## src/rtl/mips_pkg.sv

```systemverilog
// Shared constants and types for the MIPS multi-cycle datapath.
package mips_pkg;

  localparam int NUM_REGS   = 32;
  localparam int WIDTH      = 32;
  localparam int ADDR_WIDTH = $clog2(NUM_REGS);

  // Architectural register indices with a fixed role.
  localparam int REG_ZERO = 0;
  localparam int REG_RA   = 31;

  typedef logic [ADDR_WIDTH-1:0] reg_addr_t;
  typedef logic [WIDTH-1:0]      word_t;

endpackage : mips_pkg

```

## src/rtl/reg_file_demux.sv

```systemverilog
// Enable demultiplexer: steers a single enable onto one of NUM_OUTPUTS lines
// selected by sel. All outputs are low when en is low.
module demux #(
  parameter int NUM_OUTPUTS = 32,
  parameter int SEL_WIDTH   = $clog2(NUM_OUTPUTS)
) (
  input  logic                   en,
  input  logic [SEL_WIDTH-1:0]   sel,
  output logic [NUM_OUTPUTS-1:0] onehot
);

  // Decode sel into a one-hot vector, gated by en.
  always_comb begin
    // NOTE: assigning a default before any conditional write keeps this purely
    // combinational; omitting it would infer a latch on every output bit.
    onehot = '0;
    if (en) begin
      onehot[sel] = 1'b1;
    end
  end

endmodule : demux

```

## src/rtl/reg_file.sv

```systemverilog
// Two-read, one-write general-purpose register file. Register 0 is a
// constant zero and has no storage; writes to it are dropped. Reads are
// combinational with no write bypass: a same-cycle read sees the old value.
module reg_file #(
  parameter  int NUM_REGS   = mips_pkg::NUM_REGS,
  parameter  int WIDTH      = mips_pkg::WIDTH,
  localparam int ADDR_WIDTH = $clog2(NUM_REGS)
) (
  input  logic                  clk,
  input  logic                  rst,
  input  logic                  we,
  input  logic [ADDR_WIDTH-1:0] wr_addr,
  input  logic [WIDTH-1:0]      wr_data,
  input  logic [ADDR_WIDTH-1:0] rd_addr_a,
  input  logic [ADDR_WIDTH-1:0] rd_addr_b,
  output logic [WIDTH-1:0]      rd_data_a,
  output logic [WIDTH-1:0]      rd_data_b
);

  localparam logic [ADDR_WIDTH-1:0] ZERO_ADDR = ADDR_WIDTH'(mips_pkg::REG_ZERO);

  // Storage for registers 1..NUM_REGS-1 only; register 0 is never stored.
  logic [WIDTH-1:0]    regs [1:NUM_REGS-1];
  logic [NUM_REGS-1:0] wr_en;
  logic                wr_req;

  // A write to register 0 never raises a demux output, so bit 0 of the
  // enable vector is always low.
  assign wr_req = we && (wr_addr != ZERO_ADDR);

  demux #(
    .NUM_OUTPUTS (NUM_REGS),
    .SEL_WIDTH   (ADDR_WIDTH)
  ) u_wr_demux (
    .en     (wr_req),
    .sel    (wr_addr),
    .onehot (wr_en)
  );

  // Bit 0 has no register behind it; it is tied off here on purpose.
  logic unused_wr_en0;
  assign unused_wr_en0 = wr_en[0];

  // Register array: async clear on rst, otherwise load the enabled register.
  always_ff @(posedge clk or posedge rst) begin
    if (rst) begin
      // NOTE: this array is ordinary flops that must read zero after reset,
      // so every entry is cleared; a RAM macro would not be reset like this.
      for (int i = 1; i < NUM_REGS; i++) begin
        regs[i] <= '0;
      end
    end else begin
      // NOTE: non-blocking assignment, so a read in the same cycle still sees
      // the pre-edge contents (no bypass) and flops update together.
      for (int i = 1; i < NUM_REGS; i++) begin
        if (wr_en[i]) begin
          regs[i] <= wr_data;
        end
      end
    end
  end

  // Read port A: constant zero for register 0, stored value otherwise.
  always_comb begin
    rd_data_a = '0;
    if (rd_addr_a != ZERO_ADDR) begin
      rd_data_a = regs[rd_addr_a];
    end
  end

  // Read port B: independent of port A, same rule.
  always_comb begin
    rd_data_b = '0;
    if (rd_addr_b != ZERO_ADDR) begin
      rd_data_b = regs[rd_addr_b];
    end
  end

endmodule : reg_file

```

## config.mk

```make
export PLATFORM = sky130hd
export DESIGN_NAME = reg_file
export DESIGN_NICKNAME = d
export VERILOG_FILES = /design/src/rtl/mips_pkg.sv /design/src/rtl/reg_file_demux.sv /design/src/rtl/reg_file.sv
export SDC_FILE = /design/constraint.sdc
export NUM_CORES = 2
export LEC_CHECK = 0
export BUFFER_PORTS_ARGS = -buffer_cell sky130_fd_sc_hd__clkbuf_2
export CAP_MARGIN = 20
export CORE_ASPECT_RATIO = 0.9
export CORE_MARGIN = 10
export CORE_UTILIZATION = 45
export DETAILED_ROUTE_END_ITERATION = 16
export PLACE_DENSITY = 0.58
export SLEW_MARGIN = 15
export SYNTH_ARGS = -nofsm -noshare
export SYNTH_HDL_FRONTEND = slang
export SYNTH_SLANG_ARGS = --single-unit
export TNS_END_PERCENT = 10
```

## constraint.sdc

```tcl
create_clock -name clk -period 50.4 [get_ports clk]
set_input_delay 5.04 -clock clk [delete_from_list [all_inputs] [get_ports clk]]
set_output_delay 5.04 -clock clk [all_outputs]
set_load 0.02 [all_outputs]
```

# Word-level counts from Yosys, hierarchy flattened
# Index checks and enable logic that the tools add are counted.
dict set report classes {
  n_lt_le_gt_ge 4
  n_mux 11
  bitwise_logic 2
  reduce_logical 5
}
# cell count
set op_table {}
lappend op_table {{$bmux W32 S5} 2}
lappend op_table {{$mux W32} 7}
lappend op_table {{$reduce_bool A5 Y1} 3}
lappend op_table {{$ge A6 B6 Y1 const B} 2}
lappend op_table {{$not A5 Y6} 2}
lappend op_table {{$lt A5 B6 Y1 const B} 1}
lappend op_table {{$demux W1 S5} 1}
lappend op_table {{$ge A5 B1 Y1 const B} 1}
lappend op_table {{$logic_and A1 B1 Y1} 2}
lappend op_table {{$mux W1} 1}
dict set report totals {
  ff_bits 992
  output_inout_bits 64
}

# Depth between registers and ports, before layout
dict set report logic_depth {
  depth_word 5
  depth_mapped 8
  ltp_nobuf 4
}

# Cells and area by module
# A second synthesis with hierarchy kept.
dict set report hier_totals {
  hier_cells 3877
  hier_area_um2 53581.4
}
# module n_inst cells_each area_per_inst_um2 seq_area_each_um2
set modules_own_cells {}
lappend modules_own_cells {reg_file 1 3830 53351.2 24823.8}
lappend modules_own_cells {demux 1 47 230.2 0.0}

# Worst setup path after synthesis
# Ideal clock, no wire load.
dict set report synth_path {
  path_type {input -> output}
  startpoint {in rd_addr_a[1]}
  endpoint {out rd_data_a[0]}
  t_arrival_ns 6.547
  t_required_ns 45.360
  slack_ns 38.813
  cell_stages 8
  cell_sequence {buf_4 buf_6 or2_1 buf_2 buf_2 o22ai_1 nor3_1 a211oi_1}
}
dict set report synth_via {
  elab_chain_len 5
}
# item line
set synth_rtl {}
lappend synth_rtl {{start: declaration} reg_file.sv:14} ;# input logic [ADDR_WIDTH-1:0] rd_addr_a,
lappend synth_rtl {{$not A5 Y6 (implied by the code)} reg_file.sv:67} ;# rd_data_a = regs[rd_addr_a];
lappend synth_rtl {{$bmux W32 S5} reg_file.sv:67}
lappend synth_rtl {{$mux W32 (implied by the code) (2 in series)} reg_file.sv:67}
lappend synth_rtl {{$mux W32 *} reg_file.sv:66} ;# if (rd_addr_a != ZERO_ADDR) begin
lappend synth_rtl {{end: declaration} reg_file.sv:16} ;# output logic [WIDTH-1:0] rd_data_a,
# Mark *: on every way between the ends. The rest lies on a longest branch, timed or not. The select of a mux whose other input is x is not followed.

# Worst setup path after layout
dict set report layout_path {
  startpoint {in rd_addr_b[0]}
  endpoint {out rd_data_b[21]}
}
dict set report layout_via {
  elab_chain_len 5
}
# item line
set layout_rtl {}
lappend layout_rtl {{start: declaration} reg_file.sv:15} ;# input logic [ADDR_WIDTH-1:0] rd_addr_b,
lappend layout_rtl {{$not A5 Y6 (implied by the code)} reg_file.sv:75} ;# rd_data_b = regs[rd_addr_b];
lappend layout_rtl {{$bmux W32 S5} reg_file.sv:75}
lappend layout_rtl {{$mux W32 (implied by the code) (2 in series)} reg_file.sv:75}
lappend layout_rtl {{$mux W32 *} reg_file.sv:74} ;# if (rd_addr_b != ZERO_ADDR) begin
lappend layout_rtl {{end: declaration} reg_file.sv:17} ;# output logic [WIDTH-1:0] rd_data_b
# Marks and branches as above.

==> impl_metrics.json <==
{
  "yosysTopAreaCell": "dfrtp_1",
  "hold_ws_ps": 508,
  "p_leak_nw": 27.2,
  "layout.cells.most_common_list": "mux2_2 (1030), dfrtp_1 (992), mux2i_1 (768)",
  "power_frac_comb_pct": 20.0,
  "min_from": "regs[604]$_DFFE_PP0P_",
  "rr_startpoint": "regs[911]$_DFFE_PP0P_",
  "ys_types": 40,
  "crit_required_ps": 45360,
  "layout-drive-gt1-share_pct": 36.9,
  "synthTopCellsByArea": "dfrtp_1 (45%), mux2_2 (21%), mux2i_1 (14%)",
  "netSwitchingFraction_pct": 29.2,
  "syn_inst": 4356,
  "grt_pass1_wl_mm": 279,
  "post-cts-setup-buffer-count": 0,
  "hold_path.class": "flop to flop",
  "regMostFlops": "regs",
  "hold_buffers": 0,
  "largest_reg_flops": 992,
  "wl_mm": 194,
  "initial_utilization_pct": 45.3,
  "die-area_mm2": 0.136,
  "cts.sinks": 992,
  "layout_min_cycle_time_ps": 14240,
  "initialDrtViolationCount": 3660,
  "finalSetupViolations": 0,
  "p_per_area_mw_per_mm2": 40.3,
  "reg_top3": "regs (992)",
  "path_max_fanout": 108,
  "overflow": 0,
  "p_int_mw": 1.70,
  "avgSynthCellArea_um2": 12.6,
  "critPathKind": "input pin to output port",
  "p_sw_mw": 0.701,
  "io_pins": 114,
  "grt.busiest_layer": "met2",
  "core-area_mm2": 0.121,
  "startpoint_type": "input pin",
  "critPathLaunch": "rd_addr_b[0]",
  "gr-usage-met3_pct": 5.67,
  "skew_ps": 0,
  "first_pass_iters": 5,
  "drcViolationCount": 0,
  "antenna_found_initial": 16,
  "die-height_um": 351,
  "clkTransAtPathRegs_ps": 60,
  "mappedNetlistNets": 4406,
  "fin_nets": 4277,
  "cts_made_buffers": 108,
  "insertion_delay_ps": 730,
  "pwr-share-clk_pct": 35.5,
  "antenna_left": 0,
  "vias": 38300,
  "grt_use_met2_pct": 42.4,
  "max_freq_mhz": 70.2,
  "synth.cell_area_mm2": 0.0549,
  "synthToLayoutAreaGrowth_pct": 8.54,
  "cp.arrival_ps": 9200,
  "setup_tns_ps": 0,
  "sequentialPowerShare_pct": 44.4,
  "finalHoldViolCount": 0,
  "synth_top_area_share_pct": 45.2,
  "ys_async_sr_fraction_pct": 100,
  "core.rowCount": 121,
  "synth_edf_count": 0,
  "fin_crit_sh_pct": 28.3,
  "grt_use_met1_pct": 39.5,
  "ys.flop_type": "dfrtp_1",
  "via_per_inst": 6.46,
  "root_buffer": "clkbuf_16",
  "wire_per_inst_um": 32.7,
  "h-tree-depth": 3,
  "numPortBuffers": 113,
  "endpoint_kind": "output port",
  "dieWidth_um": 388,
  "clock_path_buffers": 3,
  "tightestPinTransition_ps": 1140,
  "place.gp.congestion": 0.790,
  "grt_pass1_vias": 38200,
  "ys_seq_elements": 992,
  "synth_warnings": 0,
  "cts_tree": "done",
  "grt_util_all_layers_pct": 27.8,
  "place_hpwl_mm": 103,
  "relSlewSlack_pct": 23.6,
  "cts_resized": 0,
  "drv_cap": 0,
  "finalMaxSlewViolations": 0,
  "outcome": "finished, final reports clean",
  "ys_seq_area_share_pct": 45.2,
  "rsz0062_at_grt": "false",
  "ir_drop_uv": 29.6,
  "grt_max_degree": 161,
  "layout_commonest_cell": "mux2_2"
}
-- cell families after synthesis --
kind of cell           synth area share (%)
multiplexers                           38.3
flip-flops                             45.2
AND/OR/NAND/NOR                        6.11
buffers and inverters                  4.71
AO/OA/AOI/OAI                          5.67
-- worst max-delay path: stages --
cell and delay, ps:
buf_8 620, buf_12 660, buf_4 880, buf_4 680, mux2i_1 260, o22ai_1 100, nor3_1 470, a211oi_2 120
clkbuf_2 190
-- path summary, 6_finish.rpt --
path                       slack, ps               endpoint  cells past startpoint
min                              510  regs[604]$_DFFE_PP0P_                      1
max reg2reg                    49600  regs[911]$_DFFE_PP0P_                      1
max in group asynchronous      42490  regs[123]$_DFFE_PP0P_                      5
max                            36160          rd_data_b[21]                      9
min reg2reg                      510  regs[604]$_DFFE_PP0P_                      1
min in group asynchronous       4440  regs[707]$_DFFE_PP0P_                      2
-- routing by layer --
layer  up-vias  wire (um)
li1      16000          -
met1     20300      87500
met2      1567      85100
met3       377      15100
met4         8       6150
met5         -         52
-- final cells by class --
class	count	area [um^2]
Clock inverter	50	626
Tap cell	1599	2000
Timing Repair Buffer	198	1290
Antenna cell	6	15.0
Clock buffer	153	3150
Multi-Input combinational cell	2926	27700
Inverter	1	11.3
Sequential cell	992	24800
Fill cell	10700	61500
-- power by group through the flow --
| stage | clock (mW) | combinational (mW) | sequential [mW] |
|---|---|---|---|
| 2_1_floorplan | 0 | 0.376 | 1.05 |
| 3_3_place_gp | 0 | 0.471 | 1.07 |
| 3_5_place_dp | 0 | 0.479 | 1.08 |
| 4_1_cts | 0.864 | 0.481 | 1.06 |
| 5_1_grt | 0.896 | 0.521 | 1.09 |
| 6_report | 0.853 | 0.481 | 1.07 |
-- cell usage after synthesis (4+ instances only) --
| master | n |
|---|---|
| dfrtp_1 | 992 |
| nand3_1 | 68 |
| o22ai_1 | 194 |
| nand4_1 | 62 |
| a211oi_2 | 58 |
| nand2_1 | 146 |
| nor3_1 | 67 |
| nand3b_1 | 8 |
| nand2b_1 | 70 |
| nor3b_2 | 4 |
| nor2_1 | 129 |
| buf_1 | 7 |
| mux2_2 | 1030 |
| buf_2 | 136 |
| buf_4 | 37 |
| nor2_4 | 16 |
| mux2_1 | 30 |
| clkbuf_4 | 4 |
| a221o_1 | 62 |
| nor4_1 | 62 |
| mux2i_1 | 768 |
| a22oi_1 | 64 |
| buf_6 | 74 |
| a211oi_1 | 4 |
| mux4_2 | 62 |
| clkbuf_1 | 175 |
-- per-stage QoR --
stage	cell area (um^2)	total power [mW]	std cells	setup WS, ps	utilization, %
floorplan	54900	1.42	4356	17450	-
global placement	55800	1.54	5716	36300	46.1
detailed placement	55800	1.56	5716	36270	46.1
CTS	59600	2.41	5919	36270	49.2
global route	59600	2.50	5923	36090	49.2
finish	59600	2.40	5925	36160	49.2
(Power assumes the default switching activity.)
